<file path="config.mk">
export PLATFORM = sky130hd
export DESIGN_NAME = vga_timing_gen
export DESIGN_NICKNAME = d
export VERILOG_FILES = /design/src/rtl/vga_pkg.sv /design/src/rtl/vga_timing_gen_clk_en_div.sv /design/src/rtl/vga_timing_gen.sv
export SDC_FILE = /design/constraint.sdc
export NUM_CORES = 1
export LEC_CHECK = 0
export BUFFER_PORTS_ARGS = -buffer_cell sky130_fd_sc_hd__buf_2
export CAP_MARGIN = 20
export CORE_MARGIN = 2
export CORE_UTILIZATION = 60
export CTS_CLUSTER_SIZE = 16
export DETAILED_ROUTE_END_ITERATION = 16
export PLACE_DENSITY = 0.84
export SYNTH_ARGS = -nofsm -noshare
export SYNTH_HDL_FRONTEND = slang
export SYNTH_SLANG_ARGS = --single-unit
export TNS_END_PERCENT = 100
</file>
<file path="constraint.sdc">
create_clock -name Clk -period 6.4 [get_ports Clk]
set_input_delay 0.64 -clock Clk [delete_from_list [all_inputs] [get_ports Clk]]
set_output_delay 0.64 -clock Clk [all_outputs]
set_load 0.05 [all_outputs]
</file>
<file path="src/rtl/vga_pkg.sv">
// Shared VGA timing constants, coordinate and region types.
// Imported by the raster generator and the region/colour logic.
package vga_pkg;

  localparam int DEF_H_VISIBLE = 640;
  localparam int DEF_H_FRONT   = 16;
  localparam int DEF_H_SYNC    = 96;
  localparam int DEF_H_BACK    = 48;
  localparam int DEF_V_VISIBLE = 480;
  localparam int DEF_V_FRONT   = 10;
  localparam int DEF_V_SYNC    = 2;
  localparam int DEF_V_BACK    = 33;
  localparam int DEF_CLK_DIV   = 2;

  localparam int H_TOTAL = DEF_H_VISIBLE + DEF_H_FRONT
                         + DEF_H_SYNC + DEF_H_BACK;
  localparam int V_TOTAL = DEF_V_VISIBLE + DEF_V_FRONT
                         + DEF_V_SYNC + DEF_V_BACK;

  typedef logic [9:0] coord_t;

  typedef enum logic [1:0] {
    RGN_NONE,
    RGN_SKY,
    RGN_HUD,
    RGN_FIELD
  } region_t;

  function automatic logic inWindow(
    input coord_t v,
    input coord_t lo,
    input coord_t hi
  );
    return (v >= lo) && (v <= hi);
  endfunction

endpackage

</file>
<file path="src/rtl/vga_timing_gen_clk_en_div.sv">
// Clock-enable divider: ce is high one Clk cycle in every CLK_DIV.
// ce decodes the counter so it is available in the same cycle.
module clk_en_div #(
  parameter int CLK_DIV = 2
) (
  input  logic Clk,
  input  logic Reset,
  output logic ce
);

  localparam int W = (CLK_DIV > 1) ? $clog2(CLK_DIV) : 1;
  localparam logic [W-1:0] LAST = W'(CLK_DIV - 1);

  logic [W-1:0] div;

  always_ff @(posedge Clk or posedge Reset) begin
    if (Reset) begin
      div <= '0;
    end else if (div == LAST) begin
      div <= '0;
    end else begin
      div <= div + W'(1);
    end
  end

  assign ce = (div == LAST);

endmodule

</file>
<file path="src/rtl/vga_timing_gen.sv">
// 640x480@60 raster timing driven by a pixel clock-enable.
// Sync/blank are registered from next-state counters to stay aligned.
module vga_timing_gen
  import vga_pkg::*;
#(
  parameter int H_VISIBLE = DEF_H_VISIBLE,
  parameter int H_FRONT   = DEF_H_FRONT,
  parameter int H_SYNC    = DEF_H_SYNC,
  parameter int H_BACK    = DEF_H_BACK,
  parameter int V_VISIBLE = DEF_V_VISIBLE,
  parameter int V_FRONT   = DEF_V_FRONT,
  parameter int V_SYNC    = DEF_V_SYNC,
  parameter int V_BACK    = DEF_V_BACK,
  parameter int CLK_DIV   = DEF_CLK_DIV
) (
  input  logic       Clk,
  input  logic       Reset,
  output logic       pixel_ce,
  output coord_t     DrawX,
  output coord_t     DrawY,
  output logic       hs,
  output logic       vs,
  output logic       blank_n,
  output logic       line_start,
  output logic       frame_start,
  output logic [7:0] frame_count
);

  localparam int HT = H_VISIBLE + H_FRONT
                    + H_SYNC + H_BACK;
  localparam int VT = V_VISIBLE + V_FRONT
                    + V_SYNC + V_BACK;

  localparam coord_t H_LAST = coord_t'(HT - 1);
  localparam coord_t V_LAST = coord_t'(VT - 1);
  localparam coord_t H_VIS  = coord_t'(H_VISIBLE);
  localparam coord_t V_VIS  = coord_t'(V_VISIBLE);
  localparam coord_t HS_BEG = coord_t'(H_VISIBLE + H_FRONT);
  localparam coord_t HS_END = coord_t'(H_VISIBLE + H_FRONT
                                       + H_SYNC - 1);
  localparam coord_t VS_BEG = coord_t'(V_VISIBLE + V_FRONT);
  localparam coord_t VS_END = coord_t'(V_VISIBLE + V_FRONT
                                       + V_SYNC - 1);

  coord_t nextX;
  coord_t nextY;
  logic   lineWrap;

  clk_en_div #(
    .CLK_DIV(CLK_DIV)
  ) u_div (
    .Clk  (Clk),
    .Reset(Reset),
    .ce   (pixel_ce)
  );

  always_comb begin
    lineWrap = (DrawX == H_LAST);
    nextX    = lineWrap ? '0 : DrawX + coord_t'(1);
    nextY    = DrawY;
    if (lineWrap) begin
      nextY = (DrawY == V_LAST) ? '0 : DrawY + coord_t'(1);
    end
  end

  // Reset parks the raster on the last pixel so the first ce lands on (0,0)
  always_ff @(posedge Clk or posedge Reset) begin
    if (Reset) begin
      DrawX       <= H_LAST;
      DrawY       <= V_LAST;
      hs          <= 1'b1;
      vs          <= 1'b1;
      blank_n     <= 1'b0;
      line_start  <= 1'b0;
      frame_start <= 1'b0;
      frame_count <= '0;
    end else begin
      line_start  <= 1'b0;
      frame_start <= 1'b0;
      if (pixel_ce) begin
        DrawX       <= nextX;
        DrawY       <= nextY;
        hs          <= !inWindow(nextX, HS_BEG, HS_END);
        vs          <= !inWindow(nextY, VS_BEG, VS_END);
        blank_n     <= (nextX < H_VIS) && (nextY < V_VIS);
        line_start  <= (nextX == '0);
        frame_start <= (nextX == '0) && (nextY == '0);
        if (lineWrap && (nextY == VS_BEG)) begin
          frame_count <= frame_count + 8'd1;
        end
      end
    end
  end

endmodule

</file>
[After elaboration in Yosys (flattened, before gate mapping)]
Cells that the tools add are included.
Cells by class
  add/subtract/negate cells: 4
  multiply operators: 0
  divide/modulo/power cells: 0
  $lt $le $gt $ge: 6
  eq/ne operators: 3
  shift operators: 0
  mux-type cells: 6
  bitwise gates (word level): 0
  reduce and logical (&&, ||, !) cells: 10
Operators by type and width (count)
  10-bit 2-to-1 mux: 3
  10-bit by 1-bit adder with 10-bit output, second input constant: 2
  10-bit == test, second input constant: 2
  10-bit zero test: 2
  10-bit by 9-bit == test with 1-bit output, second input constant: 1
  10-bit greater-or-equal comparator, second input constant: 1
  10-bit by 9-bit greater-or-equal comparator with 1-bit output, second input constant: 1
  10-bit less-or-equal comparator, second input constant: 1
  10-bit by 9-bit less-or-equal comparator with 1-bit output, second input constant: 1
  10-bit less-than comparator, second input constant: 1
  10-bit by 9-bit less-than comparator with 1-bit output, second input constant: 1
  8-bit by 1-bit adder with 8-bit output, second input constant: 1
  1-bit logical AND: 5
  1-bit 2-to-1 mux: 3
  1-bit zero test: 2
  2-bit AND reduction: 1
  1-bit adder, second input constant: 1
Storage, ports and cells
  flip-flop bits (word level): 34
  bits in latches: 0
  RAM bits: 0
  memory bits (read-only): 0
  input bits: 2
  word-level logic and storage cells: 38
  memories kept: 0

[Longest topological paths before layout]
  depth after elaboration: 6
  depth in mapped cells: 10
  mapped depth without buffers: 8

[Hierarchy]
Synthesis repeated with hierarchy kept, for this count alone.
Second synthesis, totals
  cells, all modules: 242
  area, all modules: 2371.0 µm²
By module, submodules not included
  vga_timing_gen: times used 1, cells an instance 239, area each 2338.5 µm²
  clk_en_div: times used 1, cells an instance 3, area each 32.5 µm²

[Least setup slack after synthesis]
No wires, ideal clock.
  path type: register to register
  from: register DrawY[1]
  to: register frame_count[1]
  setup time: 0.128 ns
  arrival time: 2.782 ns
  required time: 6.272 ns
  slack: 3.491 ns
  stages on the path, launching flop included: 10
  path buffers: 1
  period minus slack after synthesis: 2.909 ns
  path through: dfrtp_1 -> clkbuf_1 -> inv_1 -> ha_1 -> or4b_4 -> or3_1 -> a211oi_2 -> o211ai_4 -> nor3_2 -> mux2_1
Between the ends
  word-level cells in the longest chain between the ends: 6
  elaborated cells between the ends (all ways): 7
  those cells by class: add/sub: 1; eq/ne: 2; mux: 2; reduce/logical: 2
Ends and longest elaborated chain
  from (decl): RTL line vga_timing_gen.sv:20  | output coord_t DrawY,
  from (signal assigned): RTL line vga_timing_gen.sv:82  | DrawY <= nextY;
  10-bit by 1-bit adder with 10-bit output / 10-bit == test (equally long branches): RTL line vga_timing_gen.sv:62  | nextY = (DrawY == V_LAST) ? '0 : DrawY + coord_t'(1);
  10-bit 2-to-1 mux: RTL line vga_timing_gen.sv:62
  10-bit 2-to-1 mux (*): RTL line vga_timing_gen.sv:61  | if (lineWrap) begin
  10-bit by 9-bit == test with 1-bit output (*): RTL line vga_timing_gen.sv:88  | if (lineWrap && (nextY == VS_BEG)) begin
  1-bit logical AND (*): RTL line vga_timing_gen.sv:88
  2-bit AND reduction (no source line) (*)
  to (signal assigned): RTL line vga_timing_gen.sv:89  | frame_count <= frame_count + 8'd1;
  to (decl): RTL line vga_timing_gen.sv:26  | output logic [7:0] frame_count
Every way passes the cells marked *; elsewhere a longest branch is shown, timed or not.
A chain may end at the register's enable or synchronous reset.

[Worst setup path after layout]
  from: register DrawX[1]
  to: register frame_count[1]
Between the ends
  word-level cells in the longest chain between the ends: 5
Ends and longest elaborated chain
  from (decl): RTL line vga_timing_gen.sv:19  | output coord_t DrawX,
  from (signal assigned): RTL line vga_timing_gen.sv:81  | DrawX <= nextX;
  10-bit == test (*): RTL line vga_timing_gen.sv:58  | lineWrap = (DrawX == H_LAST);
  10-bit 2-to-1 mux: RTL line vga_timing_gen.sv:61
  10-bit by 9-bit == test with 1-bit output: RTL line vga_timing_gen.sv:88
  1-bit logical AND (*): RTL line vga_timing_gen.sv:88
  2-bit AND reduction (no source line) (*)
Marked as above.

==> metrics <==
async set-or-reset flop fraction in the synthesized netlist 100%; die width 65.9 µm; Post-synth top flop dfrtp_1; worst-skew pair later-pin latency 290 ps; crit path launch DrawX[1]; R2R Path Start DrawX[1]; Post-CTS Setup Inserts 0; htree depth 2; CTS resizes 0; DR vias/cell 6.13; cts hold-fix bufs 0; Clock Skew 5.45 ps; CTS sink cnt 34; final number of hold-violating endpoints 0; Synth area leaders dfrtp_1 (24%), dfstp_2 (14%), xnor2_1 (4.6%), xor2_1 (3.8%), nand2_1 (3.8%); top cells by count, synth nand2_1 (23), dfrtp_1 (22), clkbuf_1 (14), nor2_1 (14), o21ai_0 (14); top cell type's share of synthesized area 24.0%; syn_nets 258; CP Data Arrival Time 3440 ps; slew margin rel. 49.7%; top-count cell post-synth nand2_1; Row Count 22; io pins 36; drt drc 0; post-synthesis sequential area ratio 37.7%; cell area after synthesis 2300 µm²; layout cells sized above 1 25.3%; NetSw 0.0000805 W; Routed Antenna Nets 0; Initial Util 62.8%; Layout area overhead 12.0%; Synthesis Warnings 0; remaining global-route overflow 0; post-route insts no fill 325; root buffer cell clkbuf_8; Pre-antenna DRT Iters 4; GRT Total Usage 26.4%; post-synthesis cell type count 53; type of origin of the critical path flop; Pleak 1.14 nW; fin crit share 51.1%; Crit Path Category reg -> reg; die area 4340 µm²; synthesized area per cell 9.19 µm²; core region area 3660 µm²; HP Class in -> async; first-pass GRT wire length 8770 µm; maximum VDD drop 0.0000966 V; setup violators final 0; DR iter-0 viols 163; Placed Cells 317; max_cap viols 0; Comb pwr share 1.2%; Sw Share 19.5%; Final nets 284; Final Wtd Congestion 0.917; vias in the first global route 1,854; clock-pin slew on the worst setup and hold paths 70 ps; Power Density 160 nW/µm²; pin count of the biggest net entering global routing 35; Fin Hold WS 440 ps; WL/cell 15.6 µm; Total Wirelength 5070 µm; hpwl dp 3500 µm; port buffer count 35; Vert. Die Dim 65.9 µm; cell depth of the worst flop-to-flop path 7; status finished clean; min Tclk post-route 3270 ps; Flop pwr share 52.1%; RSZ-0062 raised after global routing no; # diodes 0; Tot Pwr 0.000413 W; setup TNS 0 ps; number of enable flip-flop cells after synthesis 0; worst-margin pin slew 748 ps; Clock Path Buffers 2; Synth area leader dfrtp_1; P_int 0.000332 W; power share of the clock group 46.7%; Synth Register Bits 34; critical path endpoint category flop; cells after synthesis 250; initial antenna violation count 0; Worst Path Max Fanout 20; TritonCTS clock tree yes; max-slew violations 0; Peak Freq 306 MHz; CTS buffer count 5; Critical Path RT 6570 ps; routed via count 1,993
[worst max-delay path: stages, from the launching register on]
cell     delay (ps)
dfstp_2         570
ha_1            310
and4_1          380
and3_1          680
o21ai_1         180
a22oi_2         560
nor3_2          130
mux2_1          330
[flip-flops by register name (all words and copies together) (netlist names)]
name	count
frame_start	1
line_start	1
hs	1
u_div.ce	1
DrawX	10
DrawY	10
blank_n	1
frame_count	8
vs	1
[power by group through the flow]
stage	registers, W	clock network (W)	logic (W)
final	0.000215	0.000193	0.00000486
after global routing	0.000215	0.000208	0.00000585
after CTS	0.000215	0.000195	0.00000514
after detailed placement	0.000219	0	0.00000514
after global placement	0.000219	0	0.00000494
after floorplan	0.000219	0	0.00000310
[layout make-up]
class                           count  area, µm²
Clock buffer                        7       76.3
Clock inverter                      1       30.0
Fill cell                         295       1090
Inverter                           10       37.5
Multi-Input combinational cell    188       1310
Sequential cell                    34        866
Tap cell                           48       60.1
Timing Repair Buffer               37        190
[placed cells by master, fill, tap and decap left out, types with 7 or more instances in the layout]
| cell type | instances |
|---|---|
| buf_2 | 35 |
| o21ai_0 | 14 |
| dfrtp_1 | 22 |
| a21oi_1 | 10 |
| nor3_1 | 7 |
| nand3_1 | 12 |
| xor2_1 | 10 |
| dfstp_2 | 12 |
| and3_1 | 9 |
| nand4_1 | 7 |
| xnor2_1 | 12 |
| nor2_1 | 14 |
| nand2_1 | 23 |
| inv_1 | 10 |
[cell families (layout without fill, tap and decap cells)]
family | Yosys count | count (layout) | share of synthesized area, %
AOI/OAI and AO/OA | 50 | 50 | 15.7
xor gates and xnor gates | 22 | 22 | 8.38
adders and majority gates | 6 | 6 | 3.27
buffers and inverters | 28 | 55 | 5.17
DFF | 34 | 34 | 37.7
muxes | 5 | 5 | 2.23
and+or+nand+nor | 105 | 105 | 27.6
[worst paths after layout]
path                                  endpoint  slack, ps
worst min register to register  frame_count[7]        460
worst min-delay path                  DrawX[5]        440
max in group asynchronous             DrawY[3]       5620
min in group Clk                frame_count[7]        460
worst max-delay path            frame_count[1]       3130
worst max register to register  frame_count[1]       3130
[stage by stage]
stage / worst slack (ps) / util, % / area (µm²)
after floorplan: 3490 / - / 2300
after global placement: 3320 / 67.4 / 2470
after detailed placement: 3210 / 67.4 / 2470
after CTS: 3160 / 70.3 / 2570
after global routing: 2930 / 70.3 / 2570
final: 3130 / 70.3 / 2570
[per-layer routing]
metal	vias to the layer above	routed length, µm	part of all wire (%)	global-route usage [%]
li1	958	-	-	-
met1	954	2330	46	36.7
met2	69	2350	46	40.7
met3	12	273	5.4	3.75
met4	0	118	2.3	12.2
met5	-	0	0	0
(Power assumes the default switching activity.)
